$ cat src/rtl/counter_ctrl.sv
// counter_ctrl: command sequencer that drives an 8-bit loadable counter (Data/load/enable) and watches its Q.
// Latency: LOAD and RUN_N complete with done one cycle after their last strobe; RUN_N 0 and NOP pulse done the cycle after accept.
// Backpressure: cmd_ready is high only in IDLE, so one command is in flight at a time. Optional wrap flag under COUNTER_CTRL_WRAP_DETECT_EN.
module counter_ctrl #(
  parameter int WIDTH = 8
) (
  input  logic             clk,
  input  logic             reset,      // asynchronous, active low
  input  logic             cmd_valid,
  output logic             cmd_ready,
  input  logic [1:0]       cmd_op,
  input  logic [WIDTH-1:0] cmd_data,
  input  logic             abort,
  input  logic [WIDTH-1:0] Q,
  output logic [WIDTH-1:0] Data,
  output logic             load,
  output logic             enable,
  output logic             busy,
`ifdef COUNTER_CTRL_WRAP_DETECT_EN
  output logic             wrap,
`endif
  output logic             done
);

  localparam logic [1:0] OP_LOAD      = 2'd0;
  localparam logic [1:0] OP_RUN_N     = 2'd1;
  localparam logic [1:0] OP_RUN_UNTIL = 2'd2;

  typedef enum logic [1:0] {
    ST_IDLE      = 2'd0,
    ST_LOAD      = 2'd1,
    ST_RUN_N     = 2'd2,
    ST_RUN_UNTIL = 2'd3
  } state_t;

  state_t           state_q, state_d;
  logic [WIDTH-1:0] data_q, data_d;
  logic [WIDTH-1:0] remaining_q, remaining_d;
  logic [WIDTH-1:0] target_q, target_d;
  logic             done_q, done_d;
  logic             accept;

  assign cmd_ready = (state_q == ST_IDLE);
  assign busy      = (state_q != ST_IDLE);
  assign accept    = cmd_valid && cmd_ready;
  assign Data      = data_q;
  assign done      = done_q;

  // State and command registers; reset drops every strobe without waiting for clk.
  always_ff @(posedge clk or negedge reset) begin
    if (!reset) begin
      state_q     <= ST_IDLE;
      data_q      <= '0;
      remaining_q <= '0;
      target_q    <= '0;
      done_q      <= 1'b0;
    end else begin
      state_q     <= state_d;
      data_q      <= data_d;
      remaining_q <= remaining_d;
      target_q    <= target_d;
      done_q      <= done_d;
    end
  end

  // Next-state and counter strobes; abort masks load/enable in the same cycle.
  always_comb begin
    state_d     = state_q;
    data_d      = data_q;
    remaining_d = remaining_q;
    target_d    = target_q;
    done_d      = 1'b0;
    load        = 1'b0;
    enable      = 1'b0;

    unique case (state_q)
      ST_IDLE: begin
        // abort is ignored here; a command presented with it is accepted normally
        if (accept) begin
          unique case (cmd_op)
            OP_LOAD: begin
              data_d  = cmd_data;
              state_d = ST_LOAD;
            end
            OP_RUN_N: begin
              if (cmd_data == '0) begin
                done_d = 1'b1;
              end else begin
                remaining_d = cmd_data;
                state_d     = ST_RUN_N;
              end
            end
            OP_RUN_UNTIL: begin
              target_d = cmd_data;
              state_d  = ST_RUN_UNTIL;
            end
            default: begin
              done_d = 1'b1;   // NOP
            end
          endcase
        end
      end

      ST_LOAD: begin
        load    = !abort;
        state_d = ST_IDLE;
        done_d  = 1'b1;
      end

      ST_RUN_N: begin
        if (abort) begin
          state_d = ST_IDLE;
          done_d  = 1'b1;
        end else begin
          enable      = 1'b1;
          remaining_d = remaining_q - WIDTH'(1);
          if (remaining_q == WIDTH'(1)) begin
            state_d = ST_IDLE;
            done_d  = 1'b1;
          end
        end
      end

      ST_RUN_UNTIL: begin
        // Stop on the cycle Q already equals target so the counter rests exactly there
        if (abort || (Q == target_q)) begin
          state_d = ST_IDLE;
          done_d  = 1'b1;
        end else begin
          enable = 1'b1;
        end
      end

      default: begin
        state_d = ST_IDLE;
      end
    endcase
  end

`ifdef COUNTER_CTRL_WRAP_DETECT_EN
  logic wrap_q;

  assign wrap = wrap_q;

  // Sticky flag: counter is about to roll from all-ones to zero; cleared by the next command.
  always_ff @(posedge clk or negedge reset) begin
    if (!reset) begin
      wrap_q <= 1'b0;
    end else if (accept) begin
      wrap_q <= 1'b0;
    end else if (enable && (Q == '1)) begin
      wrap_q <= 1'b1;
    end
  end
`endif

endmodule

$ cat config.mk
export PLATFORM = sky130hd
export DESIGN_NAME = counter_ctrl
export DESIGN_NICKNAME = d
export VERILOG_FILES = /design/src/rtl/counter_ctrl.sv
export SDC_FILE = /design/constraint.sdc
export NUM_CORES = 1
export LEC_CHECK = 0
export ABC_CLOCK_PERIOD_IN_PS = 2900
export BUFFER_PORTS_ARGS = -buffer_cell sky130_fd_sc_hd__buf_2
export CORE_MARGIN = 1
export CORE_UTILIZATION = 60
export CTS_BUF_LIST = sky130_fd_sc_hd__clkbuf_8
export CTS_CLUSTER_SIZE = 12
export DETAILED_ROUTE_END_ITERATION = 8
export GPL_ROUTABILITY_DRIVEN = 0
export GPL_TIMING_DRIVEN = 0
export PLACE_DENSITY = 0.87
export SETUP_SLACK_MARGIN = 0.4
export SYNTH_ARGS = -nofsm -noshare
export SYNTH_HDL_FRONTEND = slang
export SYNTH_SLANG_ARGS = --single-unit
$ cat constraint.sdc
create_clock -name clk -period 2.9 [get_ports clk]
set_clock_uncertainty 0.05 [all_clocks]
set_input_delay 0 -clock clk [delete_from_list [all_inputs] [get_ports clk]]
set_output_delay 0 -clock clk [all_outputs]
set_load 0.02 [all_outputs]
==> impl_metrics.yaml, run 1 <==
status:
  status: "finished clean"
yosys:
  syn_inst: 149
  synth_edf_count: 0
  syn_area_um2: 1597
  async_flop_share: 1.000
  syn_nets: 177
  ys_ff_latch: 27
  synth-main-ff-cell: "dfrtp_1"
  yosysWarningCount: 0
  ys_seq_area_frac: 0.4232
  synth_top_area_share: 0.4232
  yosys-top-cells-area: "dfrtp_1 42%, mux2_2 11%, ha_1 4.7%"
  synth_cell_types: 42
  syn_avg_cell_area_um2: 10.71
  yosysTopAreaCell: "dfrtp_1"
job:
  cap_violations: 0
global_routing:
  grt-ovfl-total: 0
  antenna_found_initial: 0
  grt_pass1_wl_um: 5623
  grt_max_degree: 28
  grt_usage: 0.2808
  grt_pass1_vias: 1233
critical_path:
  critPathBufInv: 1
  timing.rr.start: "state_q[0]$_DFFE_PN0P_"
  cp-end-kind: "output pin"
  path_cells: "xor2_1, nor4_1, a31oi_1, buf_2"
  r2r_slack_ps: 1140
  r2r_end: "remaining_q[6]$_DFFE_PN0P_"
  cp.arrival_ps: 1730
  cp-start-kind: "register"
  crit_path_top_delay_cell: "nor4_1"
  critical_path.max_fanout: 2
  critPathMaxStageDelay_ps: 520
  cpLargestDelayFamily: "simple AND/OR/NAND/NOR gates"
  worstSetupPathType: "reg2out"
  required_ps: 2850
  reg2regPathDepth: 6
clock_network:
  path_clk_slew_ps: 90
  post_cts_buffers: 0
  cts_tree: "done"
  cts_sinks: 27
  cts.path.max_buffers: 2
  cts_resized: 0
  cts_inserted_buffers: 3
  h-tree-depth: 1
  root_buffer: "clkbuf_8"
  clkLatencyLatePin_ps: 280
timing:
  drv_slew: 0
  setup_viol: 0
  hold_violations: 0
  period_needed_ps: 1780
  period_share: 0.6137
  whs_ps: 1.586
  worst_slack_ps: 1120
  max_freq_mhz: 561.9
  max_slew_margin: 0.6056
  worst-slew-pin-transition_ps: 591.6
  rsz0062_at_grt: "false"
  finalSetupTns_ps: 0
cells_and_area:
  drive_gt1_frac: 0.3789
  area_growth_pct: 17.71
  num-fill-cells: 174
  finalNonFillerCells: 220
  antenna_cells: 0
  utilization: 0.7518
  postLayoutCellArea_um2: 1879
  nNetsFinal: 219
detailed_routing:
  drtPass1Iterations: 6
  vias: 1317
  wl_per_cell_um: 16.63
  drtIter0Drc: 34
  via_per_inst: 5.986
  finalWirelength_um: 3659
  ant_nets: 0
  drc: 0
floorplan:
  ios: 35
  dieArea_um2: 2871
  die_w_um: 53.59
  coreArea_um2: 2500
  die_h_um: 53.59
  start_util: 0.6386
  row_count: 18
min_path:
  min_from: "cmd_data[1]"
  hold_path.class: "in2reg"
  holdPathStages: 2
  min_to: "Data[1]$_DFFE_PN0P_"
placement:
  place_ws_ps: 1189
  placed_cell_area_um2: 1804
  place_hpwl_um: 2750
  post-place-cells: 213
  io_buffers: 34
power_and_ir_drop:
  power.density_nw_per_um2: 740.7
  leakage_nw: 0.8693
  ir_drop_mv: 0.5503
  finalPower_mw: 1.392
state kept, by name (all words and copies together), names as in the netlist:
signal	count
state_q	2
remaining_q	8
Data	8
done	1
target_q	8
metal layers:
metal  global-route usage  share of wire  vias up
li1                     -              -      617
met1               0.3273           0.41      645
met2               0.5063           0.52       47
met3              0.05367          0.047        8
met4               0.1053          0.021        0
met5                    0              0        -
cell usage in the layout (no fill, tap or decap), types with 2 or more instances in the layout:
cell           instances
nor4_4                 2
nand2b_1               2
mux2_2                16
nand2_1               12
dfrtp_1               27
inv_1                  7
and3_1                 2
o21ai_0                9
nor3_1                 5
xor2_1                 8
dlygate4sd3_1          3
nand3_1                5
clkbuf_8               3
a21oi_1                3
buf_2                 34
a31oi_1                4
nor2b_1                2
nor2_2                 2
ha_1                   6
nor4_1                 2
nor2_1                 9
buf_4                  4
layout make-up:
class	instances	area (µm²)	share of cell area
multi-input combinational	112	868.3	0.4621
sequential	27	675.6	0.3595
timing repair buffer	37	200.2	0.1065
clock buffer	3	41.29	0.02197
tap	30	37.54	0.01997
buffer	4	30.03	0.01598
inverter	6	22.52	0.01198
clock inverter	1	3.754	0.001997
where the power goes:
| part | internal, mW | total (mW) | switching [mW] |
|---|---|---|---|
| combinational | 0.246 | 0.549 | 0.304 |
| sequential | 0.513 | 0.631 | 0.118 |
| clock | 0.0952 | 0.212 | 0.117 |
logic make-up (layout without fill, tap and decap cells):
logic type                 count (synthesis)  after routing  synth area share
buffers and inverters                     10             51           0.03292
muxes                                     16             16            0.1129
and+or+nand+nor                           53             53            0.1991
adders and majority gates                  6              6           0.04702
DFF                                       27             27            0.4232
xor gates and xnor gates                   8              8           0.04389
AOI/OAI and AO/OA                         29             29            0.1411
Yosys cell counts, drive strengths merged, types with 3 or more instances:
cell	count
and3	3
a21oi	5
a31oi	5
nand2	13
buf	4
ha	6
inv	6
o21ai	9
nor4	4
xor2	8
dfrtp	27
nor2	12
nor3	5
nand3	5
mux2	16
how the worst max path moves through the flow:
stage / startpoint / end / depth (start not counted)
after floorplan: state_q[0]$_DFFE_PN0P_ / Data[0]$_DFFE_PN0P_ / 5
after global placement: state_q[0]$_DFFE_PN0P_ / Data[4]$_DFFE_PN0P_ / 5
after detailed placement: state_q[0]$_DFFE_PN0P_ / target_q[2]$_DFFE_PN0P_ / 5
after CTS: target_q[2]$_DFFE_PN0P_ / enable / 4
after global routing: target_q[2]$_DFFE_PN0P_ / enable / 4
final: target_q[2]$_DFFE_PN0P_ / enable / 4
what timing repair did:
item / 4_1_cts / 5_1_grt
setup endpoints to repair: 0 / 0
hold buffers: 3 / 0
hold endpoints to repair: 32 / 0
Power figures use the tool's default switching activity.
==> run 2: changes to the inputs <==
Settings changed: ABC_AREA set to 1, ABC_CLOCK_PERIOD_IN_PS 2900 to 1600, CORE_UTILIZATION 60 to 50, PLACE_DENSITY 0.87 to 0.77.
Clock period 2.9 ns to 1.6 ns, I/O delays scaled along.
==> impl_metrics.yaml, run 2 <==
global_routing:
  grt_max_degree: 28
  grt_usage: 0.2436
  grt-ovfl-total: 0
  antenna_found_initial: 0
  busiest_layer: "met2"
  grt_pass1_wl_um: 6230
  grtUsageMet3: 0.03736
  met1_usage: 0.2970
  use_met2: 0.4351
  grt_pass1_vias: 1461
detailed_routing:
  wl_per_cell_um: 15.80
  via_per_inst: 5.323
  drc: 0
  drtPass1Iterations: 4
  finalWirelength_um: 5089
  ant_nets: 0
  drtIter0Drc: 71
  vias: 1714
timing:
  setup_viol: 0
  max_freq_mhz: 635.5
  hold_violations: 0
  period_needed_ps: 1574
  max_slew_margin: 0.6061
  drv_slew: 0
  period_share: 0.9835
  rsz0062_at_grt: "true"
  worst-slew-pin-transition_ps: 590.9
yosys:
  synth-simple-area-share: 0.2525
  synth_cell_types: 22
  ys_ff_latch: 27
  synthMostInstantiatedCell: "nand2_1"
  yosysTopAreaCell: "dfrtp_1"
  syn_inst: 209
  syn_avg_cell_area_um2: 7.633
  syn_area_um2: 1595
  synth_compound_area_frac: 0.1333
  ys_seq_area_frac: 0.4235
  synth_adder_area_share: 0.04706
  yosysWarningCount: 0
  synthMuxAreaShare: 0
  synthXorXnorAreaFrac: 0.04941
  synth_top_family_by_area: "simple AND/OR/NAND/NOR gates"
  synth-main-ff-cell: "dfrtp_1"
  synthTopCellsByCount: "55 x nand2_1, 31 x o21ai_0, 29 x inv_1"
  yosys-top-cells-area: "dfrtp_1 42%, nand2_1 13%, o21ai_0 9.7%"
  synth_top_area_share: 0.4235
  async_flop_share: 1.000
  syn_nets: 237
  synth_edf_count: 0
floorplan:
  ios: 35
  die_h_um: 58.49
  row_count: 20
  dieArea_um2: 3421
  start_util: 0.5269
  coreArea_um2: 3028
  die_w_um: 58.49
cells_and_area:
  drive_gt1_frac: 0.4532
  nNetsFinal: 307
  finalNonFillerCells: 322
  multiInputGateArea_um2: 948.4
  seqCellArea_um2: 678.2
  antenna_cells: 0
  utilization: 0.7868
  num-fill-cells: 191
  postLayoutCellArea_um2: 2382
  final_cell_mix: "35 x nand2_1, 33 x buf_2, 25 x dfrtp_1"
  area_growth_pct: 49.33
  mostFrequentLayoutCell: "nand2_1"
critical_path:
  cp.arrival_ps: 1720
  critical_path.max_fanout: 5
  cp-end-kind: "register"
  worstSetupPathType: "reg2reg"
  cp-start-kind: "register"
  required_ps: 1750
clock_network:
  cts_tree: "done"
  root_buffer: "clkbuf_8"
  clkLatencyLatePin_ps: 270
  h-tree-depth: 1
  cts_sinks: 27
  cts_inserted_buffers: 3
  cts.path.max_buffers: 2
  path_clk_slew_ps: 90
job:
  cap_violations: 0
power_and_ir_drop:
  leakage_nw: 1.194
  finalPower_mw: 3.969
  p_seq_frac: 0.326
  p_comb_frac: 0.576
  internal_power_mw: 2.141
  power.density_nw_per_um2: 1666
  ir_drop_mv: 0.9341
  p_switching_mw: 1.828
  p_clk_frac: 0.098
  power.share.switching: 0.4606
status:
  status: "finished clean"
min_path:
  hold_path.class: "in2reg"
placement:
  place_hpwl_um: 2481
  io_buffers: 34
  placed_cell_area_um2: 1857
  post-place-cells: 287
run 2: changes by cell type in the layout (fill, tap and decap cells not counted), sizes merged, moves of 4 or more:
cell / delta
dlygate4sd3: +6
inv: +24
nor2: +8
xor2: -6
nand2: +44
nor4: -4
o21ai: +26
mux2: -16
a31oi: -5
xnor2: +7
buf: +21
run 2: critical path, cell delays in order, from the launching register on:
cell and delay, ps:
dfrtp_1 420, inv_2 100, nand2_4 110, nor2_4 50, nor3b_2 240, nand2_2 160
inv_4 120, buf_6 110, nand2_1 50, o21ai_1 80
run 2: stage by stage:
stage	setup slack [ps]	hold slack [ps]	setup TNS, ps
global placement	169.8	-13.25	0
detailed placement	172.9	-15.39	0
floorplan	285.1	-345.6	0
finish	26.45	31.33	0
global route	-15.59	16.78	-28.45
CTS	148.4	2.255	0
run 2: power by group through the flow:
stage               Clock (mW)  Combinational, mW  Sequential (mW)
floorplan                    0               1.00             1.33
global placement             0               1.49             1.22
detailed placement           0               1.52             1.22
CTS                      0.395               1.81             1.23
global route             0.426               2.44             1.32
finish                   0.390               2.29             1.29
run 2: what timing repair did:
action | in CTS | in global routing
hold buffers | 9 | 0
setup buffers | 12 | 7
cloned | 2 | 1
endpoints found under the setup margin | 29 | 30
pin swaps | 15 | 10
endpoints found under the hold margin | 38 | 0
resized for setup | 47 | 41
run 2: path summary, 6_finish.rpt:
kind / cells after the start / endpoint / from / slack [ps]
setup reg to reg: 9 / remaining_q[0]$_DFFE_PN0P_ / state_q[1]$_DFFE_PN0P_ / 30
hold / removal: 3 / done$_DFF_PN0_ / cmd_valid / 30
max in group asynchronous: 2 / remaining_q[0]$_DFFE_PN0P_ / reset / 870
hold reg to reg: 2 / Data[5]$_DFFE_PN0P_ / Data[5]$_DFFE_PN0P_ / 440
min in group asynchronous: 2 / state_q[1]$_DFFE_PN0P_ / reset / 210
setup / recovery: 9 / remaining_q[0]$_DFFE_PN0P_ / state_q[1]$_DFFE_PN0P_ / 30
run 2: final cells by class:
cell class / count / share of cell area
Clock inverter: 1 / 0.002101
Multi-Input combinational cell: 146 / 0.3981
Clock buffer: 3 / 0.01733
Sequential cell: 27 / 0.2847
Buffer: 4 / 0.01786
Timing Repair Buffer: 65 / 0.2038
Inverter: 32 / 0.05305
Tap cell: 44 / 0.02311
run 2: metal layers:
metal | wire length, µm | vias to the layer above
met2 | 2632 | 77
met5 | 0 | -
li1 | - | 801
met1 | 2076 | 822
met3 | 246 | 14
met4 | 134 | 0
run 2: logic make-up (layout without fill, tap and decap cells):
group	Yosys count	after routing
simple gates	92	92
compound gates	39	39
buf+inv	36	105
flops	27	27
xor+xnor	9	9
fa+ha+maj	6	6
